[src/rtl/matrix_buffer_pkg.sv]
// Shared types and helpers for the matrix frame-store read side.
// Holds the read-scheduler state encoding, default lane geometry and
// width helpers used to size the address and cycle counters.
package matrix_buffer_pkg;

  localparam int DATA_COUNT_DEFAULT         = 12;
  localparam int BLOCK_DATA_WIDTH_B_DEFAULT = 8;

  typedef enum logic [2:0] {
    ST_IDLE       = 3'd0,
    ST_SWAP       = 3'd1,
    ST_WAIT_VALID = 3'd2,
    ST_FETCH      = 3'd3,
    ST_WAIT_DATA  = 3'd4,
    ST_PRESENT    = 3'd5,
    ST_DONE       = 3'd6
  } sched_state_e;

  // Bits needed to index n entries; never less than 1.
  function automatic int addr_width(input int n);
    return (n <= 2) ? 1 : $clog2(n);
  endfunction

  // Width of the shared down-counter: must hold TIMEOUT_CYCLES-1 and
  // READ_LATENCY-1 (latency is at most 4, so 2 bits minimum).
  function automatic int cnt_width(input int timeout_cycles);
    int w;
    w = addr_width(timeout_cycles);
    return (w < 2) ? 2 : w;
  endfunction

endpackage

[src/rtl/matrix_read_latency_cnt.sv]
// Small loadable down-counter. The scheduler uses it to time the buffer
// read latency and, when the watchdog is built in, the WAIT_VALID timeout.
// The two uses never overlap in time, so a single instance serves both.
module matrix_read_latency_cnt #(
  parameter int W = 4
) (
  input  logic         clk_a,
  input  logic         rst_n,
  input  logic         load,
  input  logic [W-1:0] load_value,
  input  logic         dec,
  output logic         zero
);

  logic [W-1:0] cnt;

  // Load has priority over decrement; decrement saturates at zero.
  always_ff @(posedge clk_a) begin
    if (!rst_n) begin
      cnt <= '0;
    end else if (load) begin
      cnt <= load_value;
    end else if (dec && (cnt != '0)) begin
      cnt <= cnt - W'(1);
    end
  end

  assign zero = (cnt == '0);

endmodule

[src/rtl/matrix_read_scheduler.sv]
// Read-side sequencer for the double-buffered matrix frame store.
// On a frame request: swap buffers, wait for data-valid, then for every
// read address strobe the buffer, capture the lane bytes and hand them to
// the SPI lane serializers.
// Optional watchdog on WAIT_VALID: define MATRIX_SCHED_TIMEOUT_EN.
//
// Lane handshake: O_lane_valid rises with fresh O_lane_data; both stay
// stable until a cycle with O_lane_valid=1 and I_lane_ready=1 (the
// transfer); O_lane_valid drops on the following cycle. I_lane_ready is
// ignored whenever O_lane_valid is low.
module matrix_read_scheduler
  import matrix_buffer_pkg::*;
#(
  parameter int ADDRESS_NUMBER_B   = 2250,
  parameter int DATA_COUNT         = DATA_COUNT_DEFAULT,
  parameter int BLOCK_DATA_WIDTH_B = BLOCK_DATA_WIDTH_B_DEFAULT,
  parameter int READ_LATENCY       = 1,
  parameter int TIMEOUT_CYCLES     = 1024,
  localparam int AW = addr_width(ADDRESS_NUMBER_B),
  localparam int DW = DATA_COUNT * BLOCK_DATA_WIDTH_B
) (
  input  logic          I_clk,
  input  logic          I_rst_n,
  input  logic          I_frame_start,
  input  logic          I_data_valid,
  input  logic [DW-1:0] I_data_flat,
  output logic          O_swap_trigger,
  output logic          O_clk_data_out,
  output logic [AW-1:0] O_read_address,
  output logic [DW-1:0] O_lane_data,
  output logic          O_lane_valid,
  input  logic          I_lane_ready,
  output logic          O_busy,
  output logic          O_frame_done,
  output logic          O_overrun,
  output logic          O_error,
  output sched_state_e  O_dbg_state
);

  localparam int            CW        = cnt_width(TIMEOUT_CYCLES);
  localparam logic [AW-1:0] LAST_ADDR = AW'(ADDRESS_NUMBER_B - 1);

  sched_state_e  state, state_next;
  logic [AW-1:0] addr_cnt;
  logic          cnt_load, cnt_dec, cnt_zero;
  logic [CW-1:0] cnt_load_value;
  logic          last_addr, handshake, timeout_hit;

  assign last_addr = (addr_cnt == LAST_ADDR);
  assign handshake = (state == ST_PRESENT) && I_lane_ready;

`ifdef MATRIX_SCHED_TIMEOUT_EN
  assign timeout_hit = (state == ST_WAIT_VALID) && !I_data_valid && cnt_zero;
`else
  assign timeout_hit = 1'b0;
`endif

  matrix_read_latency_cnt #(.W(CW)) u_cnt (
    .clk_a      (I_clk),
    .rst_n      (I_rst_n),
    .load       (cnt_load),
    .load_value (cnt_load_value),
    .dec        (cnt_dec),
    .zero       (cnt_zero)
  );

  // State register.
  always_ff @(posedge I_clk) begin
    if (!I_rst_n) state <= ST_IDLE;
    else          state <= state_next;
  end

  // Next-state logic.
  always_comb begin
    state_next = state;
    case (state)
      ST_IDLE:       if (I_frame_start) state_next = ST_SWAP;
      ST_SWAP:       state_next = ST_WAIT_VALID;
      ST_WAIT_VALID: begin
        if (I_data_valid)     state_next = ST_FETCH;
        else if (timeout_hit) state_next = ST_IDLE;
      end
      ST_FETCH:      state_next = ST_WAIT_DATA;
      ST_WAIT_DATA:  if (cnt_zero) state_next = ST_PRESENT;
      ST_PRESENT:    if (I_lane_ready) state_next = last_addr ? ST_DONE : ST_FETCH;
      ST_DONE:       state_next = ST_IDLE;
      default:       state_next = ST_IDLE;
    endcase
  end

  // State-decoded outputs and counter control. FETCH loads READ_LATENCY-1
  // so WAIT_DATA lasts exactly READ_LATENCY cycles.
  always_comb begin
    O_swap_trigger = (state == ST_SWAP);
    O_clk_data_out = (state == ST_FETCH);
    O_busy         = (state != ST_IDLE);
    O_frame_done   = (state == ST_DONE);
    cnt_load       = 1'b0;
    cnt_load_value = '0;
    cnt_dec        = 1'b0;
    case (state)
      ST_FETCH: begin
        cnt_load       = 1'b1;
        cnt_load_value = CW'(READ_LATENCY - 1);
      end
      ST_WAIT_DATA: cnt_dec = 1'b1;
`ifdef MATRIX_SCHED_TIMEOUT_EN
      ST_SWAP: begin
        cnt_load       = 1'b1;
        cnt_load_value = CW'(TIMEOUT_CYCLES - 1);
      end
      ST_WAIT_VALID: begin
        if (I_data_valid) cnt_load = 1'b1;
        else              cnt_dec  = 1'b1;
      end
`endif
      default: ;
    endcase
  end

  // Address counter, lane capture register and overrun flag.
  always_ff @(posedge I_clk) begin
    if (!I_rst_n) begin
      addr_cnt     <= '0;
      O_lane_data  <= '0;
      O_lane_valid <= 1'b0;
      O_overrun    <= 1'b0;
    end else begin
      if ((state == ST_IDLE) && I_frame_start) addr_cnt <= '0;
      else if (handshake && !last_addr)        addr_cnt <= addr_cnt + AW'(1);
      else if (state == ST_DONE)               addr_cnt <= '0;

      if ((state == ST_WAIT_DATA) && cnt_zero) begin
        O_lane_data  <= I_data_flat;
        O_lane_valid <= 1'b1;
      end else if (handshake) begin
        O_lane_valid <= 1'b0;
      end

      if (I_frame_start && (state != ST_IDLE)) O_overrun <= 1'b1;
    end
  end

`ifdef MATRIX_SCHED_TIMEOUT_EN
  // Sticky watchdog flag; only a reset clears it.
  always_ff @(posedge I_clk) begin
    if (!I_rst_n)         O_error <= 1'b0;
    else if (timeout_hit) O_error <= 1'b1;
  end
`else
  assign O_error = 1'b0;
`endif

  assign O_read_address = addr_cnt;
  assign O_dbg_state    = state;

endmodule

[config.mk]
export PLATFORM = sky130hd
export DESIGN_NAME = matrix_read_scheduler
export DESIGN_NICKNAME = d
export VERILOG_FILES = /design/src/rtl/matrix_buffer_pkg.sv /design/src/rtl/matrix_read_latency_cnt.sv /design/src/rtl/matrix_read_scheduler.sv
export SDC_FILE = /design/constraint.sdc
export NUM_CORES = 1
export LEC_CHECK = 0
export CAP_MARGIN = 20
export CORE_MARGIN = 2
export CORE_UTILIZATION = 42
export CTS_CLUSTER_SIZE = 10
export DETAILED_ROUTE_END_ITERATION = 8
export PLACE_DENSITY = 0.86
export SLEW_MARGIN = 20
export SYNTH_ARGS = -nofsm -noshare
export SYNTH_HDL_FRONTEND = slang
export SYNTH_HIERARCHICAL = 1
export SYNTH_SLANG_ARGS = --single-unit
[constraint.sdc]
create_clock -name I_clk -period 2.04 [get_ports I_clk]
set_input_delay 0.408 -clock I_clk [delete_from_list [all_inputs] [get_ports I_clk]]
set_output_delay 0.408 -clock I_clk [all_outputs]
set_load 0.05 [all_outputs]
Word-level counts from Yosys, hierarchy flattened
Cells that the tools add are included.
Word-level totals
  register bits: 123
  bits in latches: 0
  RAM bits: 0
  memory bits (read-only): 0
  input port bits: 101
  output and inout port bits: 118
  memories kept: 0
Operators by class
  add/sub/neg operators: 2
  multiply operators: 0
  div/mod/pow operators: 0
  magnitude comparators: 0
  equal/unequal tests: 11
  shift-type cells: 0
  multiplexer cells: 12
  bitwise logic cells: 1
  reduce and logical (&&, ||, !) cells: 16
Operator list (count)
  $mux 12: 2
  $pmux 3 s6: 1
  $mux 3: 5
  $add 12x1->12 const B: 1
  $eq 12x12->1 const B: 1
  $logic_not 10->1: 1
  $reduce_bool 10->1: 1
  $sub 10x1->10 const B: 1
  $eq 3x3->1 const B: 3
  $ne 2x2->1 const B: 4
  $eq 3x2->1 const B: 2
  $logic_and 1x1->1: 6
  $mux 1: 4
  $reduce_and 4->1: 1
  $reduce_bool 2->1: 2
  $reduce_or 2->1: 2
  $eq 3x1->1 const B: 1
  $logic_not 3->1: 1
  $reduce_bool 3->1: 1
  $logic_not 1->1: 1
  $not 1->1: 1

Depth between registers and ports, before layout
Gate-level depths: netlist of run 1.
  depth after elaboration: 4
  gate-level depth with buffers: 10
  gate-level depth less buffers: 8

By module
Netlist of run 1, hierarchy kept.
Modules (own cells, without submodules)
  matrix_read_scheduler: instances 1, cells an instance 552, area each 4347.9 µm²
  matrix_read_latency_cnt: instances 1, cells an instance 74, area each 598.1 µm²

Least setup slack after synthesis of run 1
Ideal clock, no wire load.
  path kind: reg-to-reg
  start point: register state[0] (netlist: O_dbg_state[0])
  end point: register u_cnt.cnt[1]
  arrival time: 2.659 ns
  setup slack: -0.741 ns
  stages on the path, launching flop included: 9
  path buffers: 2
  cells stage by stage: dfxtp_1 -> clkbuf_1 -> nand2_1 -> nor2_1 -> clkbuf_1 -> inv_1 -> nand3_1 -> a21oi_1 -> a311o_1
On the way
  cells in the longest elaborated chain, start to end: 3
  elaborated cells on any way between the ends: 6
Ends and longest elaborated chain
  start: declaration: RTL line matrix_read_scheduler.sv:43  | sched_state_e state, state_next;
  start signal: assignment: RTL line matrix_read_scheduler.sv:70  | else state <= state_next;
  $eq 3x2->1
  net O_clk_data_out: RTL line matrix_read_scheduler.sv:28  | output logic O_clk_data_out,
  $mux 1: RTL line matrix_read_scheduler.sv:101  | case (state)
  $reduce_or 2->1 (no line)
  end signal: assignment: RTL line matrix_read_latency_cnt.sv:22  | cnt <= load_value;
  end signal: assignment: RTL line matrix_read_latency_cnt.sv:24  | cnt <= cnt - W'(1);
  end: declaration: RTL line matrix_read_latency_cnt.sv:15  | logic [W-1:0] cnt;
The timed path passes the listed nets, and every way through them passes these cells.
A chain may end at the register's enable or synchronous reset.

Final worst setup path of run 1
  start point: register O_lane_data[72]
  end point: output port O_lane_data[72]
RTL lines
  start: declaration: RTL line matrix_read_scheduler.sv:30  | output logic [DW-1:0] O_lane_data,
  start signal: assignment: RTL line matrix_read_scheduler.sv:134  | O_lane_data <= I_data_flat;
No word-level cell between the ends.

==> results of run 1 <==
## per-stage QoR
step / cell area [um^2] / util (%) / setup TNS [ns] / worst slack [ns] / hold WS, ns
floorplan: 5000 / - / -0.0119 / -0.0119 / 0.487
global placement: 7430 / 64.8 / 0 / 0.138 / 0.441
detailed placement: 7430 / 64.8 / 0 / 0.124 / 0.446
CTS: 7990 / 69.7 / 0 / 0.00290 / 0.454
global route: 8000 / 69.8 / 0 / 0.00548 / 0.464
finish: 8000 / 69.8 / 0 / 0.0510 / 0.451
## cell type report
class	count	area [um^2]
clock buffer	18	439
clock inverter	14	123
fill	876	3470
inverter	9	35.0
multi-input combinational	460	2310
sequential	123	2470
tap	143	179
timing repair buffer	242	2440
## state kept, by name (all words and copies together) (netlist names)
| signal | flops |
|---|---|
| O_dbg_state | 3 |
| O_lane_data | 96 |
| O_lane_valid | 1 |
| O_overrun | 1 |
| O_read_address | 12 |
| u_cnt/cnt | 10 |
## metal layers
layer	part of all wire (%)	global-route usage (%)	vias up	wire (um)
li1	-	-	2587	-
met1	42	27.8	2288	6110
met2	48	37.6	192	7050
met3	7.6	7.45	33	1110
met4	2.7	10.3	0	394
met5	0	0	-	0
## synth_stat cells (2+ instances only)
library cell	number	area, um^2
a21oi_1	113	566
o211ai_1	9	67.6
o21a_1	2	15.0
nor2_1	13	48.8
nor3b_2	2	25.0
nand4b_1	3	26.3
mux2i_1	2	20.0
clkbuf_1	26	97.6
nand3b_1	2	15.0
or3_1	8	50.1
inv_1	9	33.8
and4_1	2	17.5
nand4_1	10	62.6
nor4_2	2	25.0
nor4b_2	2	30.0
o21ai_0	13	65.1
nand2_1	205	769
and3_1	6	37.5
dfxtp_1	123	2460
a31oi_1	6	37.5
buf_2	15	75.1
ha_1	3	37.5
nand3_1	10	50.1
nand2b_1	4	25.0
nor3_1	4	20.0
nor3b_1	4	30.0
## layout by cell type (no fill, tap or decap), drive strengths merged, types with 4 or more instances in the layout
cell type	netlist	final
clkinv	0	7
clkinvlp	0	5
and3	6	6
conb	1	11
nor2	13	13
dlygate4sd2	0	6
o211ai	9	9
inv	9	10
nor3	5	5
clkbuf	26	18
a21oi	113	113
dfxtp	123	123
nand3	10	10
nor3b	6	6
nand4	10	10
nand4b	4	4
buf	18	38
nand2b	4	4
a31oi	6	6
o21ai	14	14
clkdlybuf4s50	0	195
nand2	205	205
or3	8	8
## kinds of logic after synthesis
| group | after synthesis |
|---|---|
| other cells | 1 |
| xor+xnor | 2 |
| buf+inv | 53 |
| mux | 2 |
| compound gates | 153 |
| flops | 123 |
| fa+ha+maj | 3 |
| simple gates | 289 |
## where the power goes
| group | internal, mW | switching, mW | leakage [nW] |
|---|---|---|---|
| Sequential | 2.51 | 0.0981 | 0.994 |
| Combinational | 0.573 | 0.770 | 1.62 |
| Clock | 1.70 | 1.09 | 0.264 |
## path summary, 6_finish.rpt
| kind | end | depth (start not counted) | slack, ns | from |
|---|---|---|---|---|
| max | O_lane_data[72] | 1 | 0.05 | O_lane_data[72]$_SDFFE_PN0P_ |
| min | O_lane_data[77]$_SDFFE_PN0P_ | 2 | 0.45 | O_lane_data[77]$_SDFFE_PN0P_ |
| max reg2reg | O_read_address[3]$_SDFFE_PP0P_ | 4 | 0.19 | O_read_address[4]$_SDFFE_PP0P_ |
| min reg2reg | O_lane_data[77]$_SDFFE_PN0P_ | 2 | 0.45 | O_lane_data[77]$_SDFFE_PN0P_ |
## timing repair
action	CTS	global route
cloned	0	0
setup buffers	0	0
pin swaps	0	0
endpoints found under the setup margin	6	4
gates resized for setup	6	5
==> impl_metrics.ini, run 1 <==
[outcome]
status = complete, no violations

[synthesis]
netlist_area_um2 = 4950
syn_inst = 626
yosys.area_share.simple_pct = 27.1
synthXorXnorAreaFrac_pct = 0.354
syn_area_per_cell_um2 = 7.90
synth_edf_count = 0
ys_ff_latch = 123
ys.flop_type = dfxtp_1
ys_async_sr_fraction_pct = 0
yosys.area_share.adder_pct = 0.759
synthMuxAreaShare_pct = 0.405
synth_warnings = 6
ys_types = 54
synth-compound-area-share_pct = 16.8
synth_top_family_by_area = simple AND/OR/NAND/NOR gates
yosysSeqAreaShare_pct = 49.8

[timing]
hold_viol_final = 0
post-route-period-util_pct = 97.5
rsz0062_at_grt = false
tightest_slew_ns = 0.574
fmax_ghz = 0.503
finalMaxSlewViolations = 0
slew_headroom_pct = 61.6
min_period_ns = 1.99
setup_viol = 0
skew_ns = 0.00754

[worst_setup_path]
required_ns = 1.63
path_max_fanout = 2
crit_path_start_kind = flop
end_kind = output port
crit_chain = clkdlybuf4s50_1
crit_path_top_delay_cell = clkdlybuf4s50_1
crit_buf_inv = 1
path_class = reg2out
path_delay_family = buffers and inverters
max_stage_delay_ns = 0.84
arrival_ns = 1.58

[placement]
dp_hpwl_mm = 10.4
dp.cells = 977
io_buffers = 217
routabilityCongestion = 0.898

[detailed_routing]
drt_first_iter_violations = 354
final_antenna_net_count = 0
drc = 0
drt-wirelength-per-cell_um = 14.5
routed_via_density = 5.05
vias = 5100
firstDrtPassIters = 6
routed_wl_mm = 14.7

[cells_and_area]
nets = 957
area_delta_synth_final_pct = 61.8
n_antenna_cell = 0
drive_above_1_share_pct = 10.0
stdcell_count = 1009

[clock_tree]
cts-root-buf = clkbuf_16
cts_buffers = 17
clock_latency_ns = 0.41
hold_buffers = 0
clk_pin_slew_worst_paths_ns = 0.06
cts_tree = yes
cts_buffer_depth = 2
htreeDepth = 4
cts.sinks = 123

[power]
power.density_nw_per_um2 = 842
power.total_mw = 6.74
leakage_nw = 2.88
ir_drop_mv = 0.988

[floorplan]
die_x_um = 113
fp.coreArea_um2 = 11500
io_pins = 219
initial_core_util_pct = 43.1
die_area_um2 = 12700
row_count = 39
dieHeight_um = 113

[run]
cap_violations = 0

[global_routing]
grtUsageTotal_pct = 23.0
gr-total-overflow = 0
grt_pass1_wl_mm = 23.6
grt_max_degree = 61
antenna_found_initial = 0
grt_pass1_vias = 4873

[hold_path]
hold_path_class = reg2reg
Power figures use the tool's default switching activity.
==> run 2: changes to the inputs <==
--- a/config.mk
+++ b/config.mk
@@ -5,7 +5,6 @@
 export SDC_FILE = /design/constraint.sdc
 export NUM_CORES = 1
 export LEC_CHECK = 0
-export CAP_MARGIN = 20
 export CORE_MARGIN = 2
 export CORE_UTILIZATION = 42
 export CTS_CLUSTER_SIZE = 10
==> constraint.sdc (replaced) <==
create_clock -name I_clk -period 2.2 [get_ports I_clk]
set_input_delay 0.44 -clock I_clk [delete_from_list [all_inputs] [get_ports I_clk]]
set_output_delay 0.44 -clock I_clk [all_outputs]
set_load 0.05 [all_outputs]
==> run 2 against run 1 <==
Sequential share of layout area down 0.18 points. Hold slack about the same. First-iteration DRC count up 25%. Clock skew down 0.00095 ns. Total power down 0.68%. Count of clock-buffer cells in the layout up 3. Sequential cell count unchanged. Global-route usage up 0.75 points. Critical endpoint is now O_read_address[11]. Largest power group unchanged. Highest routed layer unchanged.
==> impl_metrics.ini, run 2 (synthesis gave the netlist of run 1 again) <==
[detailed_routing]
vias = 5052
drt-wirelength-per-cell_um = 14.9
firstDrtPassIters = 5
drt_first_iter_violations = 444
drc = 0
routed_wl_mm = 14.9
routed_via_density = 5.04
final_antenna_net_count = 0

[power]
leakage_nw = 2.89
ir_drop_mv = 0.674
power.density_nw_per_um2 = 834

[timing]
min_period_ns = 2.14
post-route-period-util_pct = 97.3
slew_headroom_pct = 62.2
hold_viol_final = 0
setup_viol = 0
timing.final.ws_setup_ns = 0.0603
final.hold.worst_slack_ns = 0.450
skew_ns = 0.00659
finalMaxSlewViolations = 0
fmax_ghz = 0.467
tightest_slew_ns = 0.565
setup_tns_ns = 0
rsz0062_at_grt = false

[worst_setup_path]
crit_path_top_delay_cell = clkdlybuf4s50_1
arrival_ns = 1.70
worstReg2RegStart = u_cnt/cnt[7]$_SDFFE_PN0P_
required_ns = 1.76
path_class = reg2out
cp-startpoint = O_read_address[11]$_SDFFE_PP0P_
path_delay_family = buffers and inverters
crit_chain = clkdlybuf4s50_1
crit_path_start_kind = flop
max_stage_delay_ns = 0.85
path_max_fanout = 5
end_kind = output port
crit_buf_inv = 1

[global_routing]
grt_pass1_vias = 4780
antenna_found_initial = 0
gr-total-overflow = 0
grt_max_degree = 96
grt_pass1_wl_mm = 24.1
grtUsageTotal_pct = 23.8

[placement]
post_dp_cell_area_um2 = 7360
place_ws_ns = 0.186
io_buffers = 217
routabilityCongestion = 0.872
dp_hpwl_mm = 9.97

[outcome]
status = complete, no violations

[floorplan]
die_area_um2 = 12700
initial_core_util_pct = 43.1
die_x_um = 113
dieHeight_um = 113
fp.coreArea_um2 = 11500
row_count = 39
io_pins = 219

[cells_and_area]
final_common_cell = nand2_1
area_delta_synth_final_pct = 62.3
drive_above_1_share_pct = 8.38
nFillCells = 901
regMostFlops = O_lane_data
final_cell_area_um2 = 8030
final_cell_mix = nand2_1 (204), clkdlybuf4s50_1 (203), dfxtp_1 (121)
nets = 950
n_antenna_cell = 0
largest_register_ffs = 96

[clock_tree]
post-cts-setup-buffer-count = 0
cts-root-buf = clkbuf_16
cts.sinks = 123
cts_buffer_depth = 2
htreeDepth = 4
hold_buffers = 0
cts_tree = yes
cts_buffers = 17
clock_latency_ns = 0.41
clk_pin_slew_worst_paths_ns = 0.06

[hold_path]
hold_path_class = reg2reg
min-delay-start = O_lane_data[64]$_SDFFE_PN0P_

[run]
cap_violations = 0
==> run 2: layout make-up <==
| cell class | count | area, um^2 | share of cell area (%) |
|---|---|---|---|
| sequential | 123 | 2460 | 30.7 |
| timing repair buffer | 235 | 2380 | 29.6 |
| multi-input combinational | 460 | 2310 | 28.8 |
| clock buffer | 21 | 470 | 5.86 |
| clock inverter | 11 | 190 | 2.37 |
| tap | 143 | 179 | 2.23 |
| inverter | 9 | 33.8 | 0.421 |
==> run 2: report_power, final <==
group | switching [mW] | internal (mW)
clock network | 0.986 | 2.09
registers | 0.0829 | 2.33
logic | 0.712 | 0.493
total | 1.78 | 4.91
==> run 2: worst paths after layout <==
check | depth (start not counted) | to | slack (ns)
worst min-delay path | 2 | O_lane_data[64]$_SDFFE_PN0P_ | 0.45
worst max register to register | 7 | O_lane_data[29]$_SDFFE_PN0P_ | 0.22
worst max-delay path | 1 | O_read_address[11] | 0.06
worst min register to register | 2 | O_lane_data[64]$_SDFFE_PN0P_ | 0.45
==> run 2: stage by stage <==
step | total power, mW | util, % | cells
2_1_floorplan | 3.15 | - | 636
3_3_place_gp | 3.63 | 64.2 | 970
3_5_place_dp | 3.65 | 64.2 | 970
4_1_cts | 6.74 | 69.9 | 1002
5_1_grt | 6.95 | 70.0 | 1002
6_report | 6.69 | 70.0 | 1002
==> run 2: repair_timing <==
action,4_1_cts,5_1_grt
pin swaps,0,0
resized for setup,3,6
setup endpoints to repair,3,9
==> run 2: routing by layer <==
metal  up-vias  wire [um]  global-route usage (%)  part of all wire [%]
li1       2558          -                       -                     -
met1      2261       6210                    29.3                    42
met2       191       7180                    37.9                    48
met3        42        975                    6.37                   6.6
met4         0        513                    13.1                   3.4
met5         -          0                       0                     0
==> RTL edit 1, RTL diff (config.mk and constraints of run 2) <==
The option `MATRIX_SCHED_TIMEOUT_EN` is turned on by a define.
--- a/src/rtl/matrix_read_scheduler.sv
+++ b/src/rtl/matrix_read_scheduler.sv
@@ -10,2 +10,4 @@
 // ignored whenever O_lane_valid is low.
+`define MATRIX_SCHED_TIMEOUT_EN
+
 module matrix_read_scheduler
Check against the original RTL: no difference found for any inputs over 10 cycles, from zero or initial values and one cycle with I_rst_n low; that may be too few to reach the edited logic, so the function may still have changed.
==> RTL edit 1 against run 2 <==
  * Synthesized area rose by 2.9%
  * Sequential cell count rose by 1
  * Setup slack lost 0.0021 ns
  * Wire length up 0.88%
  * Die area increased by 2.8%
  * Highest routed layer unchanged
  * Power grew 8.0%
  * Utilization shrank 2.0 points
  * Critical path type unchanged
  * Final area rose by 0.84%
  * Sequential power grew 7%
==> RTL edit 1: results (changes against run 2) <==
| Metric | Value |
|---|---|
| Register area share after synthesis | 48.8% (was 49.8%) |
| Tap cell count | 147 (was 143) |
| Fin Clk Skew | 0.0134 ns (was 0.00659 ns) |
| Met2 wire length | 7280 um (was 7180 um) |
| Hold_ws | 0.451 ns (was 0.450 ns) |
| Status | finished clean (unchanged) |
| Compound-Gate Fraction of Synth Area | 18.0% (was 16.8%) |
| Switching Share | 30.9% (was 26.6%) |
| Largest fanout on the critical path | 6 (was 5) |
| Bufs w/o clock | 243 (was 235) |
| Met1 Resource Use GR | 27.5% (was 29.3%) |
| Share of layout cells above drive strength 1 | 9.90% (was 8.38%) |
| Post-cts sizing count | 6 (was 3) |
| Placer Congestion | 0.883 (was 0.872) |
| Clkbuf count | 18 (was 21) |
| Fraction of area in multi-input gates | 28.6% (was 28.8%) |
| Met3 WL | 1080 um (was 975 um) |
| Largest net degree at the start of global routing | 93 (was 96) |
| XOR/XNOR Fraction of Synth Area | 0.172% (was 0.354%) |
| Final WL | 15000 um (was 14900 um) |
| Fillers | 939 (was 901) |
| Global Route Usage Sum | 23.2% (was 23.8%) |
| Met2 Resource Use GR | 37.1% (was 37.9%) |
| Vias | 5248 (was 5052) |
| Yosys cell types | 60 (was 54) |
| Comb. pwr | 1820 uW (was 1210 uW) |
| Largest cells by area after synthesis | dfxtp_1 (49%), nand2_1 (15%), a21oi_1 (11%), buf_6 (1.5%), o21ai_0 (1.4%) (was dfxtp_1 (50%), nand2_1 (16%), a21oi_1 (11%), clkbuf_1 (2.0%), buf_2 (1.5%)) |
| Area after DPL | 7470 um^2 (was 7360 um^2) |
| Pre-CTS WS | -0.0847 ns (was 0.186 ns) |
| Post-Synth Adder-Cell Area | 0.738% (was 0.759%) |
| ClkCell Share | 7.50% (was 8.23%) |
| Mux cell area share after synthesis | 0.393% (was 0.405%) |
| Met3 usage | 7.89% (was 6.37%) |
| Syn Area/Cell | 8.00 um^2 (was 7.90 um^2) |
| Reg2reg path depth | 9 (was 7) |
| R2r endpoint | O_lane_data[52] (was O_lane_data[29]) |
RTL edit 1: cell types whose count changed after synthesis, sizes merged, moves of 3 or more:
cell / delta
a21oi: +3
and3: -3
buf: +7
clkbuf: -9
inv: +8
nand4: -3
nor2b: +3
nor3b: -3
o221ai: +3
RTL edit 1: worst max path at each step:
stage               slack (ns)         startpoint  cells past startpoint                 to
floorplan                 0.05     O_dbg_state[1]                      7       u_cnt/cnt[8]
global placement         -0.02       I_data_valid                      8       u_cnt/cnt[7]
detailed placement       -0.08       I_data_valid                      8       u_cnt/cnt[7]
CTS                       0.02  O_read_address[4]                      1  O_read_address[4]
global route             0.005  O_read_address[0]                      1  O_read_address[0]
finish                    0.06  O_read_address[9]                      1  O_read_address[9]
RTL edit 1: kinds of logic after synthesis:
kind of cell | Yosys count
adders and majority gates | 3
xor gates and xnor gates | 1
AOI/OAI and AO/OA | 163
DFF | 124
buffers and inverters | 59
muxes | 2
and+or+nand+nor | 284
==> RTL edit 2, RTL diff (settings of run 2) <==
Made on the original files. Put one more register stage on the output `O_dbg_state`. The value now appears one clock later. The other outputs are not delayed to match.
--- a/src/rtl/matrix_read_scheduler.sv
+++ b/src/rtl/matrix_read_scheduler.sv
@@ -154,3 +154,5 @@
   assign O_read_address = addr_cnt;
-  assign O_dbg_state    = state;
+  always_ff @(posedge I_clk) begin
+    O_dbg_state <= state;
+  end
 
Behaviour: not the same (Yosys sat finds a counterexample within 4 cycles, from zero or initial values and one cycle with I_rst_n low).
==> RTL edit 2 against run 2 <==
  * Sequential cell count up 3
  * Register-to-register slack worse by 0.02 ns
  * Power up 12%
  * Final area up 2.6%
  * Synthesized area up 5.0%
  * Sequential power up 9.1%
  * Wire length down 5.4%
  * Setup slack better by 0.015 ns
==> RTL edit 2: results (changes against run 2) <==
| Metric | Value |
|---|---|
| Status | finished clean (unchanged) |
| Pre-CTS WS | 0.139 ns (was 0.186 ns) |
| Yosys top cell area share | 48.6% (was 49.8%) |
| Drt pass-1 iters | 4 (was 5) |
| Flop-to-flop setup slack | 0.20 ns (was 0.22 ns) |
| CP endpoint | O_read_address[0] (was O_read_address[11]) |
| Vias | 4959 (was 5052) |
| Worst path top cell family by delay | buffers and inverters (unchanged) |
| Placer Congestion | 0.893 (was 0.872) |
| Largest net degree at the start of global routing | 51 (was 96) |
| Register area share after synthesis | 48.6% (was 49.8%) |
| Leak | 0.00296 uW (was 0.00289 uW) |
| Fillers | 963 (was 901) |
| Global Route Usage Sum | 21.0% (was 23.8%) |
| Hold EP | O_read_address[4] (was O_lane_data[64]) |
| Worst slew pin tran | 0.554 ns (was 0.565 ns) |
| Drt wl/cell | 13.8 um (was 14.9 um) |
| First-pass GRT wire length | 22100 um (was 24100 um) |
| Initial antenna violation count | 0 (unchanged) |
| Worst hold start | I_rst_n (was O_lane_data[64]) |
| Critical Path AT | 1.68 ns (was 1.70 ns) |
| Max incr delay on CP | 0.86 ns |
| Critical-path top delay cell | clkdlybuf4s50_1 (unchanged) |
| DR iter-0 viols | 304 (was 444) |
| Maximum vdd drop | 572 uV (was 674 uV) |
| Hold Path Class | primary input to register (was register to register) |
| Setup crit start | O_read_address[0] (was O_read_address[11]) |
| Final design area excluding fillers | 8230 um^2 (was 8030 um^2) |
| Fin nets | 943 (was 950) |
| Final WS setup | 0.0757 ns (was 0.0603 ns) |
| Hpwl dp | 9760 um (was 9970 um) |
| Vias in the first global route | 4647 (was 4780) |
| Largest cells by area after synthesis | dfxtp_1 (49%), nand2_1 (15%), a21boi_1 (9.4%), a21boi_0 (4.6%), a21oi_1 (1.9%) (was dfxtp_1 (50%), nand2_1 (16%), a21oi_1 (11%), clkbuf_1 (2.0%), buf_2 (1.5%)) |
| Largest fanout on the critical path | 6 (was 5) |
| R2r endpoint | O_lane_data[6] (was O_lane_data[29]) |
| Yosys cell types | 53 (was 54) |
| Fin Clk Skew | 0.00571 ns (was 0.00659 ns) |
| Worst hold stages | 3 (was 2) |
| Synth top cells by count | nand2_1 (204), dfxtp_1 (126), a21boi_1 (65), a21boi_0 (32), clkbuf_1 (22) (was nand2_1 (205), dfxtp_1 (123), a21oi_1 (113), clkbuf_1 (26), buf_2 (15)) |
| Share of layout cells above drive strength 1 | 7.76% (was 8.38%) |
| Area after DPL | 7640 um^2 (was 7360 um^2) |
| Dominant synthesized flop cell | dfxtp_1 (unchanged) |
RTL edit 2: cell count changes after synthesis, sizes merged, moves of 3 or more:
cell / run 2 / this run
a21boi: 0 / 97
a21oi: 113 / 20
a31oi: 6 / 3
clkbuf: 26 / 22
dfxtp: 123 / 126
nand3: 10 / 14
nand4: 10 / 6
nor3b: 6 / 3
o211ai: 9 / 5
RTL edit 2: stage by stage:
stage | power (uW) | instances | hold slack, ns
after floorplan | 3930 | 626 | 0.356
after global placement | 4710 | 986 | 0.440
after detailed placement | 4730 | 986 | 0.444
after CTS | 7420 | 1017 | 0.388
after global routing | 7790 | 1019 | 0.407
final | 7470 | 1019 | 0.411
RTL edit 2: final cells by class:
cell class,count,share of cell area (%)
clock buffers,24,5.73
multi-input cells,448,30.2
clock inverters,7,1.06
flip-flops and latches,126,30.6
inverters,10,0.502
repair buffers,236,29.3
well taps,168,2.55
RTL edit 2: cells by family after synthesis:
logic type	count (synthesis)	share of synthesized area, %
compound gates	151	20.6
xor+xnor	2	0.337
fa+ha+maj	3	0.723
buf+inv	52	4.53
flops	126	48.6
mux	4	0.795
other cells	1	0.0722
simple gates	277	24.3
RTL edit 2: power breakdown:
part | total [uW] | internal [uW] | switching (uW) | leakage [uW]
Sequential | 2630 | 2480 | 155 | 0.00102
Combinational | 2160 | 887 | 1270 | 0.00167
Clock | 2680 | 1710 | 964 | 0.000274
RTL edit 2: metal layers:
metal  part of all wire (%)  track usage [%]  wire length [um]  vias to the layer above
li1                       -                -                 -                     2501
met1                     42             24.7              5870                     2251
met2                     48             34.4              6800                      187
met3                    7.8             7.64              1100                       20
met4                    2.2             9.40               312                        0
met5                      0                0                 0                        -
RTL edit 2: what timing repair did:
item | in CTS | in global routing
setup endpoints to repair | 0 | 93
gates resized for setup | 0 | 5
buffers inserted | 0 | 2
